$ cat src/rtl/icache_line_fetcher.sv
`default_nettype none
// ============================================================================
// Module   : icache_line_fetcher
// Brief    : Fetches one BANK_NUM-word line from memory and returns it packed.
// Revision : 1.0
// ============================================================================
module icache_line_fetcher #(
    parameter int ADDR_WIDTH = 32,
    parameter int DATA_WIDTH = 32,
    parameter int BANK_NUM   = 8
) (
    input  logic                           clk,
    input  logic                           reset,
    input  logic                           rd_req,
    input  logic [ADDR_WIDTH-1:0]          rd_addr,
    output logic                           rd_ready,
    input  logic                           flush,
    output logic                           ret_valid,
    output logic [BANK_NUM*DATA_WIDTH-1:0] ret_data,
    output logic                           mem_req,
    output logic [ADDR_WIDTH-1:0]          mem_addr,
    input  logic                           mem_gnt,
    input  logic                           mem_rvalid,
    input  logic [DATA_WIDTH-1:0]          mem_rdata
);

    localparam int C_LINE_W     = BANK_NUM * DATA_WIDTH;
    localparam int C_WORD_BYTES = DATA_WIDTH / 8;
    localparam int C_CNT_W      = (BANK_NUM > 1) ? $clog2(BANK_NUM) : 1;
    localparam int C_OFF_W      = $clog2(BANK_NUM * C_WORD_BYTES);
    localparam int C_WOFF_W     = $clog2(C_WORD_BYTES);
    localparam logic [C_CNT_W-1:0] C_CNT_LAST = C_CNT_W'(BANK_NUM - 1);

    typedef enum logic [2:0] {
        IDLE  = 3'd0,
        REQ   = 3'd1,
        WAIT  = 3'd2,
        DONE  = 3'd3,
        DRAIN = 3'd4
    } state_t;

    state_t                state_q,     state_d;
    logic [C_CNT_W-1:0]    cnt_q,       cnt_d;
    logic [ADDR_WIDTH-1:0] base_q,      base_d;
    logic [C_LINE_W-1:0]   stage_q,     stage_d;
    logic [C_LINE_W-1:0]   ret_data_q,  ret_data_d;
    logic                  drop_q,      drop_d;
    logic                  rd_ready_q,  rd_ready_d;
    logic                  ret_valid_q, ret_valid_d;
    logic                  mem_req_q,   mem_req_d;
    logic [ADDR_WIDTH-1:0] mem_addr_q,  mem_addr_d;
    logic [C_LINE_W-1:0]   w_line;
    logic                  w_unused_addr_bits;

    assign w_unused_addr_bits = ^rd_addr[C_OFF_W-1:0];

    always_comb begin
        state_d    = state_q;
        cnt_d      = cnt_q;
        base_d     = base_q;
        stage_d    = stage_q;
        ret_data_d = ret_data_q;

        // Staged line with the incoming beat merged; ret_data only sees it on the final beat.
        w_line = stage_q;
        w_line[cnt_q*DATA_WIDTH +: DATA_WIDTH] = mem_rdata;

        case (state_q)
            IDLE: begin
                if (rd_req && !flush) begin
                    base_d  = {rd_addr[ADDR_WIDTH-1:C_OFF_W], {C_OFF_W{1'b0}}};
                    cnt_d   = '0;
                    state_d = REQ;
                end
            end
            REQ: begin
                if (mem_gnt) begin
                    state_d = flush ? DRAIN : WAIT;
                end else if (flush) begin
                    state_d = IDLE;
                end
            end
            WAIT: begin
                if (mem_rvalid) begin
                    if (flush) begin
                        state_d = IDLE;
                    end else begin
                        stage_d = w_line;
                        if (cnt_q == C_CNT_LAST) begin
                            ret_data_d = w_line;
                            state_d    = DONE;
                        end else begin
                            cnt_d   = cnt_q + C_CNT_W'(1);
                            state_d = REQ;
                        end
                    end
                end else if (flush) begin
                    state_d = DRAIN;
                end
            end
            DONE: begin
                state_d = IDLE;
            end
            DRAIN: begin
                // drop_q marks a granted beat still owed by memory
                if (mem_rvalid || !drop_q) begin
                    state_d = IDLE;
                end
            end
            default: begin
                state_d = IDLE;
            end
        endcase

        drop_d      = (state_d == DRAIN);
        rd_ready_d  = (state_d == IDLE);
        ret_valid_d = (state_d == DONE);
        mem_req_d   = (state_d == REQ);
        mem_addr_d  = (state_d == REQ)
                    ? base_d + ADDR_WIDTH'({cnt_d, {C_WOFF_W{1'b0}}})
                    : mem_addr_q;
    end

    always_ff @(posedge clk or negedge reset) begin
        if (!reset) begin
            state_q     <= IDLE;
            cnt_q       <= '0;
            base_q      <= '0;
            stage_q     <= '0;
            ret_data_q  <= '0;
            drop_q      <= 1'b0;
            rd_ready_q  <= 1'b1;
            ret_valid_q <= 1'b0;
            mem_req_q   <= 1'b0;
            mem_addr_q  <= '0;
        end else begin
            state_q     <= state_d;
            cnt_q       <= cnt_d;
            base_q      <= base_d;
            stage_q     <= stage_d;
            ret_data_q  <= ret_data_d;
            drop_q      <= drop_d;
            rd_ready_q  <= rd_ready_d;
            ret_valid_q <= ret_valid_d;
            mem_req_q   <= mem_req_d;
            mem_addr_q  <= mem_addr_d;
        end
    end

    assign rd_ready  = rd_ready_q;
    assign ret_valid = ret_valid_q;
    assign ret_data  = ret_data_q;
    assign mem_req   = mem_req_q;
    assign mem_addr  = mem_addr_q;

endmodule
`default_nettype wire

$ cat config.mk
export PLATFORM = sky130hd
export DESIGN_NAME = icache_line_fetcher
export DESIGN_NICKNAME = d
export VERILOG_FILES = /design/src/rtl/icache_line_fetcher.sv
export SDC_FILE = /design/constraint.sdc
export NUM_CORES = 1
export LEC_CHECK = 0
export CAP_MARGIN = 5
export CORE_ASPECT_RATIO = 0.5
export CORE_UTILIZATION = 25
export DETAILED_ROUTE_END_ITERATION = 8
export GPL_ROUTABILITY_DRIVEN = 0
export PLACE_DENSITY_LB_ADDON = 0.25
export SLEW_MARGIN = 10
export SYNTH_ARGS = -nofsm -noshare
export SYNTH_HDL_FRONTEND = slang
export SYNTH_SLANG_ARGS = --single-unit
$ cat constraint.sdc
create_clock -name clk -period 3.48 [get_ports clk]
set_input_delay 0.348 -clock clk [delete_from_list [all_inputs] [get_ports clk]]
set_output_delay 0.348 -clock clk [all_outputs]
set_load 0.05 [all_outputs]
==> run metrics, run 1 <==
Vias/cell=between 4 and 5; fillcell total=just over 10,000; Async SR Flop Fraction=100%; main flop type after synthesis=dfrtp_1; H-tree depth=2; Post-Syn Nets=between 2,000 and 3,000; row cnt=81; Initial Util=25.3%; post-CTS setup buffers=0; clock root cell=clkbuf_16; pre-CTS setup slack=0.0492 ns; synthesized instance count=2,606; hold_ws=around 0.25 ns; status=complete, no violations; Cell variety after synth=60; post-route ant nets=0; DRT iter0 DRCs=1,339; Num CTS Buffers=slightly below 60; Die Y=~220 um; Layout Nets=2,997; drt wl/cell=approximately 19 um; crit path from=cnt_q[0]$_DFF_PN0_; synth warn=0; setup TNS=0 ns; Worst-Skew Late Latency=0.65 ns; Final HPWL DP=about 55,000 um; RSZ-0062 raised after global routing=no; part of the cycle the worst path needs=between 90% and 100%; layout cells sized above 1=9.00%; count leader, synth=nand2_1; placed cells=4,184; hold_buf cts=1; gr usage total=between 10% and 20%; sequential-to-total area share from yosys stat=about three fifths; P_leak=about 14 nW; Final Util=about a third; Area Overhead vs Synth=29.5%; Crit Path Class=reg -> reg; Non-Filler Instances=~4,300; io pins=between 300 and 400; first-pass GRT wire length=around 120,000 um; Fin. Hold Viols=0; Post-Syn Area=24,800 um2; Total Wirelength=about 80,000 um; clock period minus worst slack=between 3 and 4 ns; CP endpoint kind=flip-flop; worst r2r src=cnt_q[0]$_DFF_PN0_; antenna cells=0; Hold WC Path Type=in -> async; worst setup margin=0.304 ns; post-route clock skew=around 0.045 ns; startpoint types=flip-flop; remaining routing DRC violations=0; post-synthesis register bit count=about 590; post_cts resized=0; pin count of the biggest net entering global routing=95; chip width=about 450 um; highest clock rate=0.315 GHz; first drt pass iteration count=5; Synth area leaders=dfrtp_1, nand2_1, o21ai_0, a21oi_1, nor2_1; Crit path required time=4.02 ns; DR vias=19,300; number of synthesized flops with an enable pin=0; most frequent cells after synthesis=nand2_1, dfrtp_1, o21ai_0, a21oi_1, nor2_1; Avg Inst Size Synth=9.53 um2; Reg clk slew, reported paths=about 0.070 ns; Max clock buf depth=3; initial antenna violation count=0; Slew @ Worst Pin=roughly 1 ns; Die Area=101,000 um2; Critical Path AT=between 3 and 4 ns; final setup fails=0; crit path max fanout=30; vias in the first global route=about 19,000; PortBufs=~360; max-cap viol count=0; area leader, netlist=dfrtp_1; core area=98,000 um2; CTS Sinks=slightly below 600; Slew Limit Headroom=roughly a third; area share of the largest cell type after synthesis=between 50% and 60%; Slew Limit Fails=0; Congestion Overflow GR=0; Max IR drop VDD=between 0.0003 and 0.0004 V; TritonCTS clock tree=yes; power density cells=494 nW/um2
## stage by stage
step / area (um2) / power (W)
after global placement: 30100 / 0.00934
after floorplan: 24800 / 0.00847
after global routing: 32200 / 0.0165
final: 32200 / 0.0159
after detailed placement: 30100 / 0.00936
after CTS: 32200 / 0.0161
## state kept, by name, summed over array words and instances (netlist names)
name	cells
drop_q	1
rd_ready	1
mem_req	1
ret_valid	1
cnt_q	3
base_q	32
ret_data	256
state_q	3
stage_q	256
mem_addr	32
## cells in the final DEF, fill, tap and decap left out, drive strengths merged, types with 22 or more instances in the layout
master | Yosys | layout
mux2i | 75 | 75
mux2 | 67 | 67
clkbuf | 129 | 91
dfrtp | 585 | 585
nor2 | 267 | 267
clkdlybuf4s50 | 0 | 354
a21oi | 272 | 272
xnor2 | 22 | 22
buf | 42 | 67
nand2 | 587 | 587
o21ai | 416 | 416
## final timing paths
kind	end	slack, ns	depth (start not counted)
setup / recovery	stage_q[111]$_DFFE_PN0P_	0.30	8
hold / removal	ret_data[177]$_DFFE_PN0P_	0.25	2
setup reg to reg	stage_q[111]$_DFFE_PN0P_	0.30	8
hold reg to reg	ret_data[248]$_DFFE_PN0P_	0.48	2
max in group asynchronous	mem_addr[2]$_DFFE_PN0P_	2.19	4
min in group clk	base_q[14]$_DFF_PN0_	0.31	3
## routing by layer
metal / wire length [um] / vias up / part of all wire, % / track usage (%)
met1: 34200 / 9511 / 41 / 19.8
li1: - / 9381 / - / -
met5: 0 / - / 0 / 0
met4: 2750 / 0 / 3.3 / 5.65
met2: 42300 / 294 / 51 / 28.9
met3: 3160 / 119 / 3.8 / 2.52
## worst max-delay path: stages, from the launching register on
cell and delay [ns]:
dfrtp_1 0.50, inv_1 0.19, ha_1 0.24, ha_1 0.31, nor2b_1 0.56, nand3_2 0.65
buf_4 0.44, nand2_1 0.09, o21ai_0 0.07
## cells by family (layout without fill, tap and decap cells)
family                     count (synthesis)  after routing  synth area share [%]
DFF                                      586            586                  59.1
muxes                                    142            142                  6.06
buffers and inverters                    190            551                  3.19
AOI/OAI and AO/OA                        714            714                  15.0
and+or+nand+nor                          940            940                  15.3
xor gates and xnor gates                  25             25                 0.882
adders and majority gates                  9              9                 0.484
## power by group
part / leakage [nW] / switching, W / internal, W / total, W
clock: 1.00 / 0.00285 / 0.00383 / 0.00669
sequential: 8.08 / 0.000212 / 0.00712 / 0.00733
combinational: 4.46 / 0.00123 / 0.000643 / 0.00187
## area by class of cell
type                       instances  area [um2]  share of cell area, %
clock buffer                      91        1790                   5.56
multi-input combinational       1830        9460                   29.4
clock inverter                    19         238                  0.739
tap                             1328        1660                   5.17
timing repair buffer             422        4280                   13.3
inverter                          19        73.8                  0.230
sequential                       586       14700                   45.6
(Power assumes the default switching activity.)
==> inputs of run 2 (changes only) <==
--- a/config.mk
+++ b/config.mk
@@ -9,6 +9,7 @@
 export CORE_ASPECT_RATIO = 0.5
 export CORE_UTILIZATION = 25
 export DETAILED_ROUTE_END_ITERATION = 8
+export DONT_BUFFER_PORTS = 1
 export GPL_ROUTABILITY_DRIVEN = 0
 export PLACE_DENSITY_LB_ADDON = 0.25
 export SLEW_MARGIN = 10
==> run metrics, run 2 (synthesized netlist as in run 1, its figures left out) <==
Vias/cell=between 4 and 5; Crit Path Class=reg -> reg; Flop pwr share=between 50% and 60%; Total Wirelength=between 80,000 and 90,000 um; Fin. Hold Viols=approximately 470; setup TNS=0 ns; Switching Fraction=around 27%; Initial Util=between 20% and 30%; first-pass GRT wire length=between 100,000 and 150,000 um; Max IR drop VDD=~0.00042 V; Slew Limit Headroom=-91.0%; critical path's slowest cell=or3_2; CP cell instances=inv_1 -> ha_1 -> ha_1 -> nor4b_1 -> nand3_2 -> or3_2 -> mux2_2; first drt pass iteration count=5; CP endpoint kind=flip-flop; r2r setup slk=between 0.3 and 0.4 ns; cell mode on critical path=ha_1; RSZ-0062 raised after global routing=no; clock period minus worst slack=a little over 3 ns; row cnt=just over 80; failing checks=negative hold slack, max-slew violations; Slew Limit Fails=357; WP buf/inv=1; chip width=about 450 um; part of the cycle the worst path needs=between 80% and 90%; Worst path top cell family by delay=simple AND/OR/NAND/NOR gates; FF-to-FF End=stage_q[18]$_DFFE_PN0P_; TritonCTS clock tree=yes; Max clock buf depth=3; crit path max fanout=32; layout cells sized above 1=8.92%; commonest non-fill, non-tap cell in the layout=dfrtp_1; Worst R2R Path Depth=7; Area Overhead vs Synth=15.8%; internal power=about 0.011 W; power density cells=roughly 530 nW/um2; Congestion Overflow GR=0; Final HPWL DP=around 50,000 um; startpoint types=flip-flop; DR vias=18,300; P_leak=12.3 nW; Clock Power Share=a little over two fifths; DRT iter0 DRCs=about 1,400; Psw=around 0.0041 W; hold_ws=-0.598 ns; pin count of the biggest net entering global routing=between 500 and 600; H-tree depth=2; CTS Sinks=slightly below 600; max-cap viol count=0; vias in the first global route=approximately 18,000; Hold WC Path Type=in -> async; Critical Path Max Stage Delay=approximately 0.8 ns; Slew @ Worst Pin=between 2 and 3 ns; crit path from=cnt_q[0]$_DFF_PN0_; clock root cell=clkbuf_16; Critical Path AT=~3.6 ns; Die Area=around 100,000 um2; final setup fails=0; core area=just under 100,000 um2; hold_buf cts=64; post-CTS setup buffers=0; PortBufs=0; Layout Nets=roughly 2,700; gr usage total=around 16%; Reg clk slew, reported paths=0.06 ns; worst r2r src=cnt_q[0]$_DFF_PN0_; Combinational Power Share=between 6 and 7%; io pins=361; commonest cells after routing, fill and taps aside=dfrtp_1, nand2_1, o21ai_0; Die Y=~220 um; Num CTS Buffers=a little under 60; status=complete, but fails checks; Worst-Skew Late Latency=around 0.65 ns; post-route clock skew=roughly 0.05 ns; drt wl/cell=between 20 and 25 um; post-route ant nets=0; Crit path required time=about 4.0 ns; highest clock rate=around 0.32 GHz; remaining routing DRC violations=0; initial antenna violation count=7
## run 2: final cells by class
cell class | instances | area [um2]
multi-input cells | 1830 | 9460
clock buffers | 89 | 1760
clock inverters | 16 | 145
diodes | 3 | 7.51
fillers | 10300 | 69200
flip-flops and latches | 586 | 14700
inverters | 19 | 73.8
well taps | 1328 | 1660
repair buffers | 105 | 986
## run 2: timing repair
action,4_1_cts,5_1_grt
hold endpoints to repair,949,585
resized for setup,0,1
setup endpoints to repair,0,9
## run 2: metal layers
layer	share of wire (%)	vias to the layer above	wire (um)	GRT usage, %
met3	5.0	134	4040	3.44
li1	-	8771	-	-
met2	50	322	39800	26.9
met5	0.030	-	24	0
met1	41	9083	33000	19.3
met4	4.0	4	3190	6.10
## run 2: worst max-delay path by stage
stage | end | slack [ns] | depth (start not counted)
floorplan | mem_addr[11]$_DFFE_PN0P_ | 0.30 | 16
global placement | mem_addr[24]$_DFFE_PN0P_ | 0.16 | 14
detailed placement | mem_addr[24]$_DFFE_PN0P_ | 0.17 | 14
CTS | mem_addr[24]$_DFFE_PN0P_ | 0.16 | 14
global route | mem_addr[23]$_DFFE_PN0P_ | 0.06 | 11
finish | stage_q[18]$_DFFE_PN0P_ | 0.37 | 7
## run 2: through the flow
step | cell area (um2) | power (W) | std cells | util (%) | worst slack (ns)
after floorplan | 24800 | 0.00847 | 2606 | - | 0.302
after global placement | 26200 | 0.00872 | 3804 | 26.7 | 0.161
after detailed placement | 26200 | 0.00874 | 3804 | 26.7 | 0.174
after CTS | 28700 | 0.0153 | 3973 | 29.3 | 0.159
after global routing | 28800 | 0.0157 | 3974 | 29.3 | 0.0590
final | 28800 | 0.0151 | 3976 | 29.3 | 0.373
## run 2: power groups by stage
| stage | Sequential (W) | Combinational, W | Clock (W) |
|---|---|---|---|
| 3_5_place_dp | 0.00794 | 0.000793 | 0 |
| 5_1_grt | 0.00785 | 0.00105 | 0.00681 |
| 2_1_floorplan | 0.00784 | 0.000638 | 0 |
| 4_1_cts | 0.00782 | 0.000969 | 0.00656 |
| 6_report | 0.00781 | 0.000956 | 0.00636 |
| 3_3_place_gp | 0.00794 | 0.000776 | 0 |
